File: config.mk
export PLATFORM = sky130hd
export DESIGN_NAME = apb_spi_target
export DESIGN_NICKNAME = d
export VERILOG_FILES = /design/src/rtl/apb_spi_target_pkg.sv /design/src/rtl/apb_spi_target_sync.sv /design/src/rtl/apb_spi_target.sv
export SDC_FILE = /design/constraint.sdc
export NUM_CORES = 1
export LEC_CHECK = 0
export ABC_AREA = 1
export CORE_ASPECT_RATIO = 1.5
export CORE_UTILIZATION = 39
export CTS_BUF_LIST = sky130_fd_sc_hd__clkbuf_8
export DETAILED_ROUTE_END_ITERATION = 8
export PLACE_DENSITY = 0.76
export SYNTH_ARGS = -nofsm -noshare
export SYNTH_HDL_FRONTEND = slang
export SYNTH_SLANG_ARGS = --single-unit
File: constraint.sdc
create_clock -name clk -period 1.2 [get_ports clk]
set_input_delay 0.24 -clock clk [delete_from_list [all_inputs] [get_ports clk]]
set_output_delay 0.24 -clock clk [all_outputs]
set_load 0.02 [all_outputs]
File: src/rtl/apb_spi_target_pkg.sv
// apb_spi_target shared definitions: register offsets, STATUS bit
// positions and the read value returned for undecoded offsets.
package apb_spi_target_pkg;

    localparam logic [7:0] REG_DATA   = 8'h00;
    localparam logic [7:0] REG_STATUS = 8'h04;
    localparam logic [7:0] REG_IRQEN  = 8'h08;

    localparam int ST_RX_VALID = 0;
    localparam int ST_TX_FULL  = 1;
    localparam int ST_RX_OVR   = 2;
    localparam int ST_BUSY     = 3;
    localparam int ST_TX_URUN  = 4;

    localparam logic [31:0] UNMAPPED_RDATA = 32'hFFFF_FFFF;

endpackage

File: src/rtl/apb_spi_target_sync.sv
// spi_in_sync: multi-flop synchronizer for one SPI pin followed by an
// edge-detect flop producing single-cycle rise/fall pulses.
module spi_in_sync #(
    parameter int   STAGES  = 2,
    parameter logic RST_VAL = 1'b0
) (
    input  logic clk,
    input  logic reset,
    input  logic din,
    output logic level,
    output logic rise,
    output logic fall
);

    logic [STAGES-1:0] sync_q;
    logic              prev_q;

    always_ff @(posedge clk) begin
        if (reset) begin
            sync_q <= {STAGES{RST_VAL}};
            prev_q <= RST_VAL;
        end else begin
            sync_q <= {sync_q[STAGES-2:0], din};
            prev_q <= sync_q[STAGES-1];
        end
    end

    assign level = sync_q[STAGES-1];
    assign rise  = level & ~prev_q;
    assign fall  = ~level & prev_q;

endmodule

File: src/rtl/apb_spi_target.sv
// Mode-0 SPI target with APB DATA/STATUS window.
// Define APB_SPI_TARGET_IRQ_EN to add the IRQEN register and irq output.
module apb_spi_target
    import apb_spi_target_pkg::*;
#(
    parameter logic [7:0] FILL_BYTE   = 8'hFF,
    parameter int          SYNC_STAGES = 2
) (
    input  logic        clk,
    input  logic        reset,
    input  logic [7:0]  apb_paddr,
    input  logic        apb_psel,
    input  logic        apb_penable,
    input  logic        apb_pwrite,
    input  logic [31:0] apb_pwdata,
    output logic [31:0] apb_prdata,
    output logic        apb_pready,
    input  logic        spi_sclk,
    input  logic        spi_cs_n,
    input  logic        spi_mosi,
    output logic        spi_miso,
    output logic        spi_miso_oe
`ifdef APB_SPI_TARGET_IRQ_EN
    ,
    output logic        irq
`endif
);

    logic sclk_rise, sclk_fall, unused_sclk_lvl;
    logic cs_n_lvl, cs_rise, cs_fall;
    logic mosi_lvl, unused_mosi_rise, unused_mosi_fall;

    spi_in_sync #(.STAGES(SYNC_STAGES), .RST_VAL(1'b0)) u_sclk (
        .clk(clk), .reset(reset), .din(spi_sclk),
        .level(unused_sclk_lvl), .rise(sclk_rise), .fall(sclk_fall)
    );

    // CS syncs reset to idle-high so reset never fakes a frame start
    spi_in_sync #(.STAGES(SYNC_STAGES), .RST_VAL(1'b1)) u_cs (
        .clk(clk), .reset(reset), .din(spi_cs_n),
        .level(cs_n_lvl), .rise(cs_rise), .fall(cs_fall)
    );

    spi_in_sync #(.STAGES(SYNC_STAGES), .RST_VAL(1'b0)) u_mosi (
        .clk(clk), .reset(reset), .din(spi_mosi),
        .level(mosi_lvl), .rise(unused_mosi_rise), .fall(unused_mosi_fall)
    );

    logic [6:0] rx_sh;
    logic [7:0] rx_data, tx_data, tx_sh;
    logic [2:0] bitcnt;
    logic       rx_valid, rx_ovr, tx_full, tx_urun, load_next;

    logic acc, sel_data, sel_status;
    logic data_rd, data_wr, stat_wr;
    logic cs_low, shift_rise, shift_fall, rx_done, tx_load;

    assign acc        = apb_psel & apb_penable;
    assign sel_data   = apb_paddr[3:2] == REG_DATA[3:2];
    assign sel_status = apb_paddr[3:2] == REG_STATUS[3:2];
    assign data_rd    = acc & ~apb_pwrite & sel_data;
    assign data_wr    = acc & apb_pwrite & sel_data;
    assign stat_wr    = acc & apb_pwrite & sel_status;

    assign cs_low     = ~cs_n_lvl;
    assign shift_rise = sclk_rise & cs_low;
    assign shift_fall = sclk_fall & cs_low;
    assign rx_done    = shift_rise & (bitcnt == 3'd7);
    assign tx_load    = cs_fall | (shift_fall & load_next);

    always_ff @(posedge clk) begin
        if (reset) begin
            rx_sh     <= '0;
            rx_data   <= '0;
            rx_valid  <= 1'b0;
            rx_ovr    <= 1'b0;
            tx_data   <= '0;
            tx_full   <= 1'b0;
            tx_urun   <= 1'b0;
            tx_sh     <= FILL_BYTE;
            bitcnt    <= '0;
            load_next <= 1'b0;
        end else begin
            if (cs_fall | cs_rise)
                bitcnt <= '0;
            else if (shift_rise)
                bitcnt <= bitcnt + 3'd1;

            if (cs_fall)
                load_next <= 1'b0;
            else if (rx_done)
                load_next <= 1'b1;
            else if (shift_fall)
                load_next <= 1'b0;

            if (shift_rise)
                rx_sh <= {rx_sh[5:0], mosi_lvl};
            if (rx_done)
                rx_data <= {rx_sh, mosi_lvl};

            if (rx_done)
                rx_valid <= 1'b1;
            else if (data_rd)
                rx_valid <= 1'b0;

            // A read landing with completion hands over cleanly
            if (rx_done & rx_valid & ~data_rd)
                rx_ovr <= 1'b1;
            else if (stat_wr & apb_pwdata[ST_RX_OVR])
                rx_ovr <= 1'b0;

            if (tx_load)
                tx_sh <= tx_full ? tx_data : FILL_BYTE;
            else if (shift_fall)
                tx_sh <= {tx_sh[6:0], 1'b0};

            if (data_wr)
                tx_full <= 1'b1;
            else if (tx_load)
                tx_full <= 1'b0;

            if (data_wr)
                tx_data <= apb_pwdata[7:0];

            if (tx_load & ~tx_full)
                tx_urun <= 1'b1;
            else if (stat_wr & apb_pwdata[ST_TX_URUN])
                tx_urun <= 1'b0;
        end
    end

    logic [31:0] status;

    always_comb begin
        status              = '0;
        status[ST_RX_VALID] = rx_valid;
        status[ST_TX_FULL]  = tx_full;
        status[ST_RX_OVR]   = rx_ovr;
        status[ST_BUSY]     = cs_low;
        status[ST_TX_URUN]  = tx_urun;
    end

`ifdef APB_SPI_TARGET_IRQ_EN
    logic       sel_irqen;
    logic [2:0] irqen;
    logic       irq_q;

    assign sel_irqen = apb_paddr[3:2] == REG_IRQEN[3:2];

    always_ff @(posedge clk) begin
        if (reset) begin
            irqen <= '0;
            irq_q <= 1'b0;
        end else begin
            if (acc & apb_pwrite & sel_irqen)
                irqen <= apb_pwdata[2:0];
            irq_q <= |(irqen & {rx_ovr, ~tx_full, rx_valid});
        end
    end

    assign irq = irq_q;
`endif

    always_comb begin
        apb_prdata = UNMAPPED_RDATA;
        unique case (1'b1)
            sel_data:   apb_prdata = {24'b0, rx_data};
            sel_status: apb_prdata = status;
`ifdef APB_SPI_TARGET_IRQ_EN
            sel_irqen:  apb_prdata = {29'b0, irqen};
`endif
            default:    ;
        endcase
    end

    logic unused_bits;
    assign unused_bits = ^{apb_paddr[7:4], apb_paddr[1:0], apb_pwdata[31:8]};

    assign apb_pready  = 1'b1;
    assign spi_miso    = tx_sh[7];
    assign spi_miso_oe = cs_low;

endmodule
==> results of run 1 <==
-- power groups by stage --
stage	combinational [W]	sequential [W]	clock [W]
detailed placement	0.000492	0.00165	0
CTS	0.000487	0.00161	0.000964
floorplan	0.000298	0.00164	0
finish	0.000508	0.00161	0.000935
global placement	0.000486	0.00165	0
global route	0.000547	0.00162	0.00103
-- final cells by class --
class | count | area, um2
Clock buffer | 5 | 68.82
Clock inverter | 3 | 16.27
Fill cell | 479 | 2215
Inverter | 22 | 103.9
Multi-Input combinational cell | 178 | 975.9
Sequential cell | 47 | 950.9
Tap cell | 68 | 85.08
Timing Repair Buffer | 79 | 780.7
Timing Repair inverter | 1 | 8.758
-- registers in the layout, summed over array words and instances, names as in the netlist --
register       flops
rx_sh              7
rx_data            8
load_next          1
tx_full            1
tx_sh              8
u_cs.prev_q        1
u_mosi.sync_q      2
u_sclk.prev_q      1
tx_data            8
u_cs.sync_q        2
u_sclk.sync_q      2
rx_valid           1
rx_ovr             1
tx_urun            1
bitcnt             3
-- placed cells by master, fill, tap and decap left out, types with 5 or more instances in the layout --
master and instances:
clkbuf_8 5, inv_1 11, a21oi_1 7, clkdlybuf4s15_2 23, o21ai_1 5, o21ai_0 16
dfxtp_2 8, buf_4 22, a21oi_2 9, nor2_1 37, nand3_1 19, nand2_1 50
dfxtp_1 39, inv_2 7, nand2_2 11, buf_6 10, clkdlybuf4s50_1 15
-- final timing paths --
| check | depth (start not counted) | endpoint | slack [ns] |
|---|---|---|---|
| worst min-delay path | 2 | u_mosi.sync_q[1]$_SDFF_PP0_ | 0.41 |
| worst min register to register | 2 | u_mosi.sync_q[1]$_SDFF_PP0_ | 0.41 |
| worst max register to register | 7 | rx_ovr$_SDFFE_PP0P_ | -0.05 |
| worst max-delay path | 7 | rx_ovr$_SDFFE_PP0P_ | -0.05 |
-- critical path, stage by stage (launching register included) --
cell and delay (ns):
dfxtp_2 0.37, ha_4 0.14, ha_4 0.11, inv_2 0.04
nor2_4 0.20, buf_12 0.15, nand3_2 0.06, a21oi_2 0.13
-- logic make-up (layout without fill, tap and decap cells) --
| group | after synthesis | count (layout) |
|---|---|---|
| AOI/OAI and AO/OA | 45 | 45 |
| and+or+nand+nor | 128 | 129 |
| adders and majority gates | 3 | 3 |
| other | 1 | 1 |
| buffers and inverters | 54 | 110 |
| DFF | 47 | 47 |
-- what timing repair did --
item | CTS | global route
cloned | 0 | 2
pin swaps | 8 | 15
endpoints found under the setup margin | 61 | 36
gates resized for setup | 157 | 30
setup buffers | 1 | 5
-- layer usage --
layer | GRT usage [%] | up-vias | wire (um)
met5 | 0 | - | 0
met3 | 2.586 | 10 | 181
met2 | 30.86 | 42 | 2539
met1 | 17.95 | 873 | 2016
met4 | 10.47 | 0 | 140
li1 | - | 972 | -
-- per-stage QoR --
stage               worst slack (ns)  hold WS, ns
CTS                         -0.09356       0.4134
global placement             -0.8623       0.3948
global route                 -0.1162       0.4381
detailed placement           -0.9091       0.3988
finish                      -0.05208       0.4084
floorplan                   0.004175       0.3438
==> flow_summary.json, run 1 <==
{
  "place.gp.congestion": 0.8029,
  "grt_pass1_vias": 1785,
  "path_clk_slew_ns": 0.09,
  "swShare_pct": 26.91,
  "core_area_mm2": 0.005205,
  "tns_ns": -0.2523,
  "leakage_nw": 1.279,
  "die_w_um": 62.39,
  "rsz0062_at_grt": "true",
  "ctsHoldBuffers": 0,
  "synth.most_common_cell": "nand2_1",
  "pin_count": 83,
  "cts.htree.levels": 2,
  "start_util_pct": 40.99,
  "drtIter0Drc": 128,
  "period_needed_ns": 1.252,
  "dr_total_vias": 1897,
  "synthMuxAreaShare_pct": 0,
  "yosys.area.top_type": "dfxtp_1",
  "powerDensity_mw_per_mm2": 1022,
  "utilization_pct": 57.45,
  "wl_um": 4877,
  "cts_buffer_depth": 2,
  "row_count": 32,
  "synth_edf_count": 0,
  "cp-end-kind": "flop",
  "violations": "negative setup slack",
  "min_path_type": "reg2reg",
  "synth_ff_type": "dfxtp_1",
  "port_buffers": 51,
  "firstDrtPassIters": 4,
  "crit_required_ns": 1.44,
  "ir_drop_v": 0.0007522,
  "synth_top_area_share_pct": 44.11,
  "p_comb_share_pct": 16.6,
  "stdcell_count": 403,
  "ant_nets": 0,
  "yosysSeqAreaShare_pct": 44.11,
  "dp_hpwl_um": 3363,
  "seq_power_share_pct": 52.8,
  "yosys.area_share.adder_pct": 1.760,
  "dieArea_mm2": 0.005776,
  "yosys-top-cells-count": "nand2_1, dfxtp_1, nor2_1",
  "root_buffer": "clkbuf_8",
  "ys_types": 26,
  "synthXorXnorAreaFrac_pct": 0,
  "hp-start": "u_mosi.sync_q[0]$_SDFF_PP0_",
  "total_power_w": 0.003055,
  "gr-total-overflow": 0,
  "final_cell_area_mm2": 0.002990,
  "syn_area_per_cell_um2": 7.674,
  "crit_path_start_kind": "flop",
  "synth.cell_area_mm2": 0.002133,
  "setup_viol": 11,
  "yosys_warnings": 0,
  "switchingPower_w": 0.0008221,
  "p_int_w": 0.002233,
  "area_growth_pct": 40.18,
  "crit_path_start": "bitcnt[1]$_SDFFE_PP0P_",
  "maxSlewViolCount": 0,
  "final_nets": 385,
  "skew_ns": 0.01240,
  "cts_tree": "yes",
  "outcome": "finished, violations left",
  "critical_path_class": "reg2reg",
  "hold_viol": 0,
  "synth_nets": 329,
  "post_dp_cell_area_mm2": 0.002688,
  "drc": 0,
  "worstSkewPairLatency_ns": 0.31,
  "synth_compound_area_share_pct": 12.49,
  "drive_gt1_share_pct": 38.81,
  "viasPerCell": 4.707,
  "worst_ep_arrival_time_ns": 1.49,
  "worst_slack_ns": -0.05208,
  "yosys.area_share.simple_pct": 25.87,
  "synth_top_family_by_area": "simple AND/OR/NAND/NOR gates",
  "grt_pass1_wl_um": 7755,
  "fmax_mhz": 798.7,
  "clkPwrFrac_pct": 30.6,
  "synth_area_leaders": "dfxtp_1, nand2_1, buf_4",
  "grt_usage_pct": 16.88,
  "drv_cap": 0,
  "grt_max_degree": 24,
  "reg2reg_from": "bitcnt[1]$_SDFFE_PP0P_",
  "die_h_um": 92.58,
  "cts_num_sinks": 47,
  "synth_cells": 278,
  "min_period_over_period_pct": 104.3,
  "cts_buffers": 5,
  "wl_per_cell_um": 12.10,
  "insertedDiodeCount": 0,
  "critPathMaxFanout": 7,
  "dp_cells": 387,
  "ys_ff_latch": 47,
  "postSynth.asyncResetShare_pct": 0,
  "antenna_found_initial": 0
}
No activity file was read; power rests on OpenSTA's default activity.
==> run 2: changes to the inputs <==
- CAP_MARGIN: unset -> 20
- PLACE_DENSITY: 0.76 -> 0.75
- SYNTH_HIERARCHICAL: unset -> 1
==> run 2 against run 1 <==
Compared with the run above: the flow still finishes with violations (negative setup slack); register-to-register slack gained 0.10 ns; sequential cell count is the same; via count up 0.11%; cell area down 3.9%; combinational power fell by 2%; core utilization is 2.3 points lower; critical endpoint is now apb_prdata[1]; largest cell class is now flip-flops and latches; largest power group unchanged.
==> flow_summary.json, run 2 <==
{
  "crit_path_start_kind": "flop",
  "final_nets": 390,
  "grt_pass1_wl_um": 7659,
  "setup_viol": 4,
  "viasPerCell": 4.643,
  "yosys_warnings": 6,
  "crit_required_ns": 0.96,
  "antenna_found_initial": 0,
  "multi_input_area_um2": 908.4,
  "layout_commonest_cell": "nand2_1",
  "maxSlewViolCount": 0,
  "fmax_mhz": 795.7,
  "drive_gt1_share_pct": 36.07,
  "die_w_um": 62.34,
  "cts_buffer_depth": 2,
  "switchingPower_w": 0.0008378,
  "cts_num_sinks": 47,
  "powerDensity_mw_per_mm2": 1066,
  "r2r-end": "rx_data[1]$_SDFFE_PP0P_",
  "fillers": 468,
  "core_area_mm2": 0.005205,
  "cts.htree.levels": 2,
  "wl_um": 4745,
  "critPathMaxFanout": 2,
  "place.gp.congestion": 0.7344,
  "drv_cap": 0,
  "hold_depth": 2,
  "min_period_over_period_pct": 104.7,
  "final_cell_mix": "nand2_1, nor2_1, dfxtp_1, buf_4, inv_1",
  "path_clk_slew_ns": 0.08,
  "cp-end-kind": "primary output",
  "row_count": 32,
  "drc": 0,
  "root_buffer": "clkbuf_8",
  "critical_path_class": "reg2out",
  "dr_total_vias": 1899,
  "area_growth_pct": 34.90,
  "rsz0062_at_grt": "true",
  "leakage_nw": 1.294,
  "hold_viol": 0,
  "ir_drop_v": 0.0004917,
  "ctsHoldBuffers": 0,
  "port_buffers": 51,
  "grt_max_degree": 25,
  "outcome": "finished, violations left",
  "wl_per_cell_um": 11.60,
  "holdPathEnd": "u_mosi/sync_q[1]$_SDFF_PP0_",
  "synth_cells": 278,
  "slowest_stage": "dfxtp_2",
  "min_path_type": "reg2reg",
  "syn_area_per_cell_um2": 7.660,
  "violations": "negative setup slack",
  "grt_pass1_vias": 1761,
  "p_int_w": 0.002224,
  "firstDrtPassIters": 5,
  "seqCellArea_um2": 959.7,
  "reg2reg_from": "bitcnt[0]$_SDFFE_PP0P_",
  "gr-total-overflow": 0,
  "die_h_um": 92.50,
  "dieArea_mm2": 0.005766,
  "drtIter0Drc": 115,
  "cp_top_family": "flip-flops",
  "worst_ep_arrival_time_ns": 1.02,
  "synth_nets": 328,
  "cts_buffers": 5,
  "rr_worst_depth": 5,
  "insertedDiodeCount": 0,
  "critPathMaxStageDelay_ns": 0.33,
  "swShare_pct": 27.36,
  "clkPwrFrac_pct": 31.0,
  "r2r_slack_ns": 0.05,
  "dp_hpwl_um": 3258,
  "worstSkewPairLatency_ns": 0.31,
  "cp.depth": 3,
  "final_cell_area_mm2": 0.002873,
  "skew_ns": 0.009176,
  "period_needed_ns": 1.257,
  "ant_nets": 0,
  "path_cells": "inv_2 -> a22oi_2 -> buf_6",
  "start_util_pct": 40.91,
  "p_comb_share_pct": 16.2,
  "utilization_pct": 55.19,
  "cts_tree": "yes",
  "crit_path_start": "rx_data[1]$_SDFFE_PP0P_",
  "reg.largest.list": "rx_data x8, tx_data x8, tx_sh x8",
  "hp-start": "u_mosi/sync_q[0]$_SDFF_PP0_",
  "grt_usage_pct": 16.88,
  "seq_power_share_pct": 52.8,
  "pin_count": 83,
  "synth.cell_area_mm2": 0.002130,
  "worst_slack_ns": -0.05678,
  "crit_buf_inv": 2,
  "post_dp_cell_area_mm2": 0.002701
}
==> run 2: what timing repair did <==
| action | in CTS | in global routing |
|---|---|---|
| pin swaps | 7 | 7 |
| gates cloned | 1 | 1 |
| setup buffers | 4 | 2 |
| setup endpoints to repair | 52 | 62 |
| gates resized for setup | 114 | 73 |
==> run 2: worst register-to-register path: stages, from the launching register on <==
cell	delay, ns
dfxtp_2	0.36
ha_4	0.14
ha_4	0.16
nand3_4	0.11
o21ai_0	0.19
a21oi_1	0.07
==> run 2: stage by stage <==
step | hold slack, ns | instances | power (W) | setup TNS, ns | worst slack, ns
detailed placement | 0.3957 | 393 | 0.002149 | -31.68 | -0.9044
global route | 0.4382 | 409 | 0.003206 | -0.4396 | -0.1055
floorplan | 0.3112 | 278 | 0.001958 | 0 | 0.01077
CTS | 0.4084 | 406 | 0.003081 | -0.1839 | -0.06879
global placement | 0.3924 | 393 | 0.002142 | -30.14 | -0.8783
finish | 0.4067 | 409 | 0.003062 | -0.1510 | -0.05678
==> run 2: power groups by stage <==
stage,sequential (W),clock (W),combinational [W]
finish,0.00162,0.000949,0.000497
CTS,0.00161,0.000981,0.000486
global route,0.00162,0.00105,0.000540
detailed placement,0.00165,0,0.000498
global placement,0.00165,0,0.000493
floorplan,0.00165,0,0.000310
==> run 2: area by class of cell <==
type                    instances  share of cell area, %
clock inverters                 3                 0.6533
inverters                      35                  5.096
flip-flops and latches         47                  33.41
repair buffers                 84                  23.87
multi-input cells             167                  31.62
clock buffers                   5                  2.395
well taps                      68                  2.962
==> run 2: layer usage <==
layer	vias to the layer above	wire length [um]	part of all wire (%)	track usage, %
met5	-	0	0	0
met3	10	134	2.8	4.803
met4	0	124	2.6	9.884
met2	36	2570	54	31.68
met1	866	1916	40	16.12
li1	987	-	-	-
==> run 2: worst max path at each step <==
stage                                        to  slack (ns)
after floorplan           tx_sh[7]$_SDFFE_PP1P_        0.01
after CTS                         apb_prdata[1]       -0.07
final                             apb_prdata[1]       -0.06
after global routing              apb_prdata[0]       -0.11
after detailed placement          apb_prdata[2]       -0.90
after global placement            apb_prdata[3]       -0.88
